$ cat config.mk
export PLATFORM = sky130hd
export DESIGN_NAME = cic_comp_fir_flat
export DESIGN_NICKNAME = d
export VERILOG_FILES = /design/src/rtl/cic_comp_pkg.sv /design/src/rtl/cic_comp_fir_if.sv /design/src/rtl/cic_comp_mac.sv /design/src/rtl/cic_comp_fir.sv /design/src/flat_wrapper.sv
export SDC_FILE = /design/constraint.sdc
export NUM_CORES = 2
export LEC_CHECK = 0
export CORE_MARGIN = 2
export CORE_UTILIZATION = 55
export CTS_BUF_LIST = sky130_fd_sc_hd__clkbuf_4 sky130_fd_sc_hd__clkbuf_8 sky130_fd_sc_hd__clkbuf_16
export CTS_CLUSTER_SIZE = 40
export DETAILED_ROUTE_END_ITERATION = 16
export DONT_BUFFER_PORTS = 1
export GPL_ROUTABILITY_DRIVEN = 0
export PLACE_DENSITY = 0.78
export REMOVE_ABC_BUFFERS = 1
export SYNTH_ARGS = -nofsm -noshare
export SYNTH_HDL_FRONTEND = slang
export SYNTH_HIERARCHICAL = 1
export SYNTH_SLANG_ARGS = --single-unit
$ cat constraint.sdc
create_clock -name clk -period 8.8 [get_ports clk]
set_clock_uncertainty 0.2 [all_clocks]
set_input_delay 1.32 -clock clk [delete_from_list [all_inputs] [get_ports clk]]
set_output_delay 1.32 -clock clk [all_outputs]
set_load 0.05 [all_outputs]
$ cat src/rtl/cic_comp_pkg.sv
// rtl/cic_comp_pkg.sv - shared constants, types and coefficients for the CIC compensation FIR
package cic_comp_pkg;

  localparam int NTAPS  = 8;
  localparam int COEF_W = 16;
  localparam int SHIFT  = 15;
  localparam int PTR_W  = $clog2(NTAPS);

  typedef logic signed [COEF_W-1:0] coef_t;

  typedef enum logic [1:0] {
    IDLE,
    MAC,
    ROUND
  } fsm_e;

  // Symmetric droop-compensation taps; they sum to 2^SHIFT for unity DC gain.
  localparam coef_t COEF [0:NTAPS-1] = '{
    -16'sd410, 16'sd1229, -16'sd3277, 16'sd18842,
    16'sd18842, -16'sd3277, 16'sd1229, -16'sd410
  };

  function automatic coef_t coef_at(input logic [PTR_W-1:0] tap);
    return COEF[tap];
  endfunction

endpackage

$ cat src/rtl/cic_comp_fir_if.sv
// rtl/cic_comp_fir_if.sv - sample input, result output and status signals of the compensation FIR
interface cic_comp_fir_if #(
  parameter int DATA_W = 25,
  parameter int OUT_W  = 25
);

  logic signed [DATA_W-1:0] din;
  logic                     din_valid;
  logic signed [OUT_W-1:0]  dout;
  logic                     dout_valid;
  logic                     dout_ready;
  logic                     overrun;
  logic                     clr_overrun;
  logic                     busy;

  modport master (
    output din, din_valid, dout_ready, clr_overrun,
    input  dout, dout_valid, overrun, busy
  );

  modport slave (
    input  din, din_valid, dout_ready, clr_overrun,
    output dout, dout_valid, overrun, busy
  );

endinterface

$ cat src/rtl/cic_comp_mac.sv
// rtl/cic_comp_mac.sv - registered MAC with clear/enable and round, saturate (CIC_COMP_SAT_EN) or wrap output
module cic_comp_mac
  import cic_comp_pkg::*;
#(
  parameter int DATA_W = 25,
  parameter int OUT_W  = 25,
  parameter int ACC_W  = DATA_W + COEF_W + 3
) (
  input  logic                     clk,
  input  logic                     reset,
  input  logic                     clr,
  input  logic                     en,
  input  coef_t                    coef,
  input  logic signed [DATA_W-1:0] sample,
  output logic signed [OUT_W-1:0]  result
);

  localparam int PROD_W = DATA_W + COEF_W;
  localparam int RND_W  = ACC_W - SHIFT;
  localparam logic signed [ACC_W-1:0] HALF =
    {{(ACC_W-SHIFT){1'b0}}, 1'b1, {(SHIFT-1){1'b0}}};

  logic signed [PROD_W-1:0] prod;
  logic signed [ACC_W-1:0]  prod_ext;
  logic signed [ACC_W-1:0]  acc;
  logic signed [ACC_W-1:0]  rounded;
  logic signed [RND_W-1:0]  rnd;

  assign prod     = sample * coef;
  assign prod_ext = {{(ACC_W-PROD_W){prod[PROD_W-1]}}, prod};

  always_ff @(posedge clk or posedge reset) begin
    if (reset) begin
      acc <= '0;
    end else if (clr) begin
      acc <= '0;
    end else if (en) begin
      acc <= acc + prod_ext;
    end
  end

  // Round half up, then keep the integer part as the arithmetic-shifted value.
  assign rounded = acc + HALF;
  assign rnd     = rounded[ACC_W-1:SHIFT];

`ifdef CIC_COMP_SAT_EN
  localparam logic signed [RND_W-1:0] MAXV =
    {{(RND_W-OUT_W+1){1'b0}}, {(OUT_W-1){1'b1}}};
  localparam logic signed [RND_W-1:0] MINV =
    {{(RND_W-OUT_W+1){1'b1}}, {(OUT_W-1){1'b0}}};

  logic unused_frac;
  assign unused_frac = ^rounded[SHIFT-1:0];

  always_comb begin
    result = rnd[OUT_W-1:0];
    if (rnd > MAXV) begin
      result = MAXV[OUT_W-1:0];
    end else if (rnd < MINV) begin
      result = MINV[OUT_W-1:0];
    end
  end
`else
  logic unused_bits;
  assign unused_bits = ^{rounded[SHIFT-1:0], rnd[RND_W-1:OUT_W]};
  assign result      = rnd[OUT_W-1:0];
`endif

endmodule

$ cat src/rtl/cic_comp_fir.sv
// rtl/cic_comp_fir.sv - 8-tap serial-MAC CIC droop compensation FIR; CIC_COMP_SAT_EN selects output saturation
module cic_comp_fir
  import cic_comp_pkg::*;
#(
  parameter int DATA_W = 25,
  parameter int OUT_W  = 25
) (
  input  logic           clk,
  input  logic           reset,
  cic_comp_fir_if.slave  bus
);

  fsm_e                     state;
  fsm_e                     state_nxt;
  logic [PTR_W-1:0]         wr_ptr;
  logic [PTR_W-1:0]         tap;
  logic [PTR_W-1:0]         rd_idx;
  logic signed [DATA_W-1:0] sbuf [0:NTAPS-1];
  logic signed [OUT_W-1:0]  dout_q;
  logic signed [OUT_W-1:0]  result;
  logic                     dout_valid_q;
  logic                     overrun_q;

  logic accept;
  logic mac_en;
  logic round;
  logic load;
  logic discard;
  logic drop_in;

  always_ff @(posedge clk or posedge reset) begin
    if (reset) begin
      state <= IDLE;
    end else begin
      state <= state_nxt;
    end
  end

  always_comb begin
    state_nxt = state;
    accept    = 1'b0;
    mac_en    = 1'b0;
    round     = 1'b0;
    case (state)
      IDLE: begin
        if (bus.din_valid) begin
          accept    = 1'b1;
          state_nxt = MAC;
        end
      end
      MAC: begin
        mac_en = 1'b1;
        if (tap == PTR_W'(NTAPS-1)) begin
          state_nxt = ROUND;
        end
      end
      ROUND: begin
        round     = 1'b1;
        state_nxt = IDLE;
      end
      default: state_nxt = IDLE;
    endcase
  end

  assign drop_in = bus.din_valid && (state != IDLE);
  assign load    = round && (!dout_valid_q || bus.dout_ready);
  assign discard = round && !load;

  // wr_ptr already points past the newest sample; NTAPS is a power of two so
  // the pointer arithmetic wraps modulo the buffer depth.
  assign rd_idx = wr_ptr - PTR_W'(1) - tap;

  always_ff @(posedge clk or posedge reset) begin
    if (reset) begin
      wr_ptr <= '0;
      tap    <= '0;
      for (int i = 0; i < NTAPS; i++) begin
        sbuf[i] <= '0;
      end
    end else begin
      if (accept) begin
        sbuf[wr_ptr] <= bus.din;
        wr_ptr       <= wr_ptr + PTR_W'(1);
        tap          <= '0;
      end else if (mac_en) begin
        tap <= tap + PTR_W'(1);
      end
    end
  end

  cic_comp_mac #(
    .DATA_W (DATA_W),
    .OUT_W  (OUT_W)
  ) u_mac (
    .clk    (clk),
    .reset  (reset),
    .clr    (accept),
    .en     (mac_en),
    .coef   (coef_at(tap)),
    .sample (sbuf[rd_idx]),
    .result (result)
  );

  always_ff @(posedge clk or posedge reset) begin
    if (reset) begin
      dout_q       <= '0;
      dout_valid_q <= 1'b0;
    end else if (load) begin
      dout_q       <= result;
      dout_valid_q <= 1'b1;
    end else if (dout_valid_q && bus.dout_ready) begin
      dout_valid_q <= 1'b0;
    end
  end

  // A drop in the same cycle as a clear wins so no loss goes unreported.
  always_ff @(posedge clk or posedge reset) begin
    if (reset) begin
      overrun_q <= 1'b0;
    end else if (drop_in || discard) begin
      overrun_q <= 1'b1;
    end else if (bus.clr_overrun) begin
      overrun_q <= 1'b0;
    end
  end

  assign bus.dout       = dout_q;
  assign bus.dout_valid = dout_valid_q;
  assign bus.overrun    = overrun_q;
  assign bus.busy       = (state != IDLE);

endmodule
$ cat src/flat_wrapper.sv
// flat-port wrapper written by rule: the top's interface ports become plain ports
module cic_comp_fir_flat import cic_comp_pkg::*;
#(
  parameter int DATA_W = 25,
  parameter int OUT_W  = 25
)
  (clk, reset, bus_din, bus_din_valid, bus_dout_ready, bus_clr_overrun, bus_dout, bus_dout_valid, bus_overrun, bus_busy);
  cic_comp_fir_if #(.DATA_W(DATA_W), .OUT_W(OUT_W)) bus_i ();
  input  logic clk;
  input  logic reset;
  input wire logic [$bits(bus_i.din)-1:0] bus_din;
  input wire logic [$bits(bus_i.din_valid)-1:0] bus_din_valid;
  input wire logic [$bits(bus_i.dout_ready)-1:0] bus_dout_ready;
  input wire logic [$bits(bus_i.clr_overrun)-1:0] bus_clr_overrun;
  output wire logic [$bits(bus_i.dout)-1:0] bus_dout;
  output wire logic [$bits(bus_i.dout_valid)-1:0] bus_dout_valid;
  output wire logic [$bits(bus_i.overrun)-1:0] bus_overrun;
  output wire logic [$bits(bus_i.busy)-1:0] bus_busy;
  assign bus_i.din = bus_din;
  assign bus_i.din_valid = bus_din_valid;
  assign bus_i.dout_ready = bus_dout_ready;
  assign bus_i.clr_overrun = bus_clr_overrun;
  assign bus_dout = bus_i.dout;
  assign bus_dout_valid = bus_i.dout_valid;
  assign bus_overrun = bus_i.overrun;
  assign bus_busy = bus_i.busy;
  cic_comp_fir #(.DATA_W(DATA_W), .OUT_W(OUT_W)) u_core (.clk(clk), .reset(reset), .bus(bus_i));
endmodule
==> results.ini <==
[worst_setup_path]
timing.critical_path.mode_cell=fa_1
start_kind=flop
crit_path_max_fanout=40
slowest_stage=fa_1
worstPathArrival_ns=8.66
critPathBufInv=5
crit_type=flop to flop
rr_startpoint=u_core/wr_ptr[0]
critPathRequiredTime_ns=9.07
crit_family=adder cells
r2r_slack_ns=0.41
critPathMaxStageDelay_ns=0.57
critPathCaptureType=flop
cp.depth=25
worstRegToRegCells=25
timing.rr.end=u_core/u_mac/acc[25]

[logic_synthesis]
synth_top_cell_area_share_pct=30.2
synth.most_common_cell=inv_1
synth.yosys.seq_area_share_pct=24.7
netlist_area_um2=27900
synth_cell_types=74
ys.warnings.count=6
postSynthCellCount=2553
yosysTopAreaCell=fa_1
ys.flop_type=dfrtp_1
synth_area_leaders=fa_1 (30%), dfrtp_1 (25%), mux2_2 (9.9%)
synth_enable_flop_cells=0
synth-seq-cells=275
synth_common_cells=inv_1 (505), fa_1 (421), dfrtp_1 (275)
synth-async-reset-ratio_pct=100
synth_area_per_cell_um2=10.9

[floorplanning]
die-area_um2=52500
std_cell_rows=82
chipHeight_um=229
dieWidth_um=229
start_util_pct=55.7
ios=58
coreArea_um2=50100

[layout]
fin_nets=3074
fillers=4019
multi_input_area_um2=18600
regArea_um2=6880
area_growth_pct=6.12
layout-drive-gt1-share_pct=16.7
design_area_um2=29600
n_antenna_cell=0

[sta]
hold_viol_final=0
min_period_ns=8.39
drv_slew=0
hold_slack_ns=0.299
fin_tns_setup_ns=0
setup_viol=0
rsz0062_at_grt=true
finalWorstSetupSlack_ns=0.408
finalCritPeriodShare_pct=95.4
tightest_slew_ns=1.09
max_freq_mhz=119
slew_headroom_pct=25.8

[clock_network]
cts.sinks=275
cts_tree=built
worstSkewPairLatency_ns=0.58
cts_buffer_depth=3
clockRootBuffer=clkbuf_16
cts_setup_buffers=0
clk_pin_slew_ns=0.06
numCtsBuffers=30
h-tree-depth=1

[grt]
first_global_vias=21100
grt_pass1_wl_um=105000
grt_overflow=0
grt_max_degree=161
antenna_found_initial=0
grt_usage_pct=24.8

[run_status]
outcome=completed

[routing]
vias_per_cell=5.63
vias=18000
dr.pass1.iters=6
wl_um=61300
wire_per_inst_um=19.2
drtIter0Drc=1118
drc=0
ant_nets=0

[placement]
pre_cts_ws_ns=0.441
io_buffers=0
hpwl_um=45600
dpl_cell_area_um2=28500

[run]
cap_violations=0

[hold_path]
holdCritStartpoint=u_core/sbuf[12]
min_path_cells=1
holdPathEnd=u_core/sbuf[12]
worst_hold_path_type=flop to flop

==> flip-flops by register name, indices dropped and copies added, names as in the netlist <==
register and flops:
u_core/bus.dout 25, u_core/bus.dout_valid 1, u_core/sbuf 200, u_core/u_mac/acc 40, u_core/tap 3, u_core/wr_ptr 3
u_core/bus.overrun 1, u_core/state 2
==> worst max path at each step <==
stage | endpoint | from
floorplan | u_core/u_mac/acc[38] | u_core/tap[2]
global placement | u_core/u_mac/acc[25] | u_core/wr_ptr[0]
detailed placement | u_core/u_mac/acc[38] | u_core/wr_ptr[0]
CTS | u_core/u_mac/acc[25] | u_core/wr_ptr[0]
global route | u_core/u_mac/acc[36] | u_core/tap[0]
finish | u_core/u_mac/acc[25] | u_core/wr_ptr[0]
==> logic make-up after synthesis <==
kind of cell / synth area share, %
compound gates: 3.53
xor+xnor: 2.13
fa+ha+maj: 35.6
buf+inv: 8.70
flops: 24.7
mux: 14.9
simple gates: 10.4
==> stage by stage <==
| stage | std cells | util [%] |
|---|---|---|
| 6_report | 3199 | 59.1 |
| 5_1_grt | 3199 | 59.1 |
| 4_1_cts | 3199 | 59.1 |
| 3_5_place_dp | 3143 | 57.0 |
| 3_3_place_gp | 3143 | 57.0 |
| 2_1_floorplan | 2441 | - |
==> cell usage in the layout (no fill, tap or decap), drive strengths merged, types with 21 or more instances in the layout <==
| cell | count |
|---|---|
| inv | 506 |
| fa | 421 |
| dfrtp | 275 |
| nand2 | 263 |
| mux2 | 251 |
| and2 | 154 |
| ha | 120 |
| nor2 | 76 |
| xnor2 | 51 |
| mux4 | 50 |
| clkbuf | 46 |
| a21oi | 41 |
| buf | 30 |
| o21ai | 28 |
| nand3 | 27 |
| nand2b | 23 |
| mux2i | 21 |
==> metal layers <==
metal  share of wire (%)  global-route usage (%)  up-vias
met5                   0                       0        -
met4                 4.1                    9.56        0
met3                 4.9                    2.76      163
met2                  53                    44.9      542
met1                  39                    30.4     9439
li1                    -                       -     7857
==> cell type report <==
cell class	instances	share of cell area, %
clock buffers	46	3.17
inverters	506	6.44
multi-input cells	1660	63.0
well taps	672	2.84
flip-flops and latches	275	23.3
repair buffers	30	0.930
clock inverters	10	0.368
==> what timing repair did <==
action / CTS / global route
hold buffers: 0 / 0
setup endpoints to repair: 0 / 4
resized for setup: 0 / 1
Power is not shown: default switching activity piles up to over one toggle a cycle in this logic, so the estimate is an artifact.
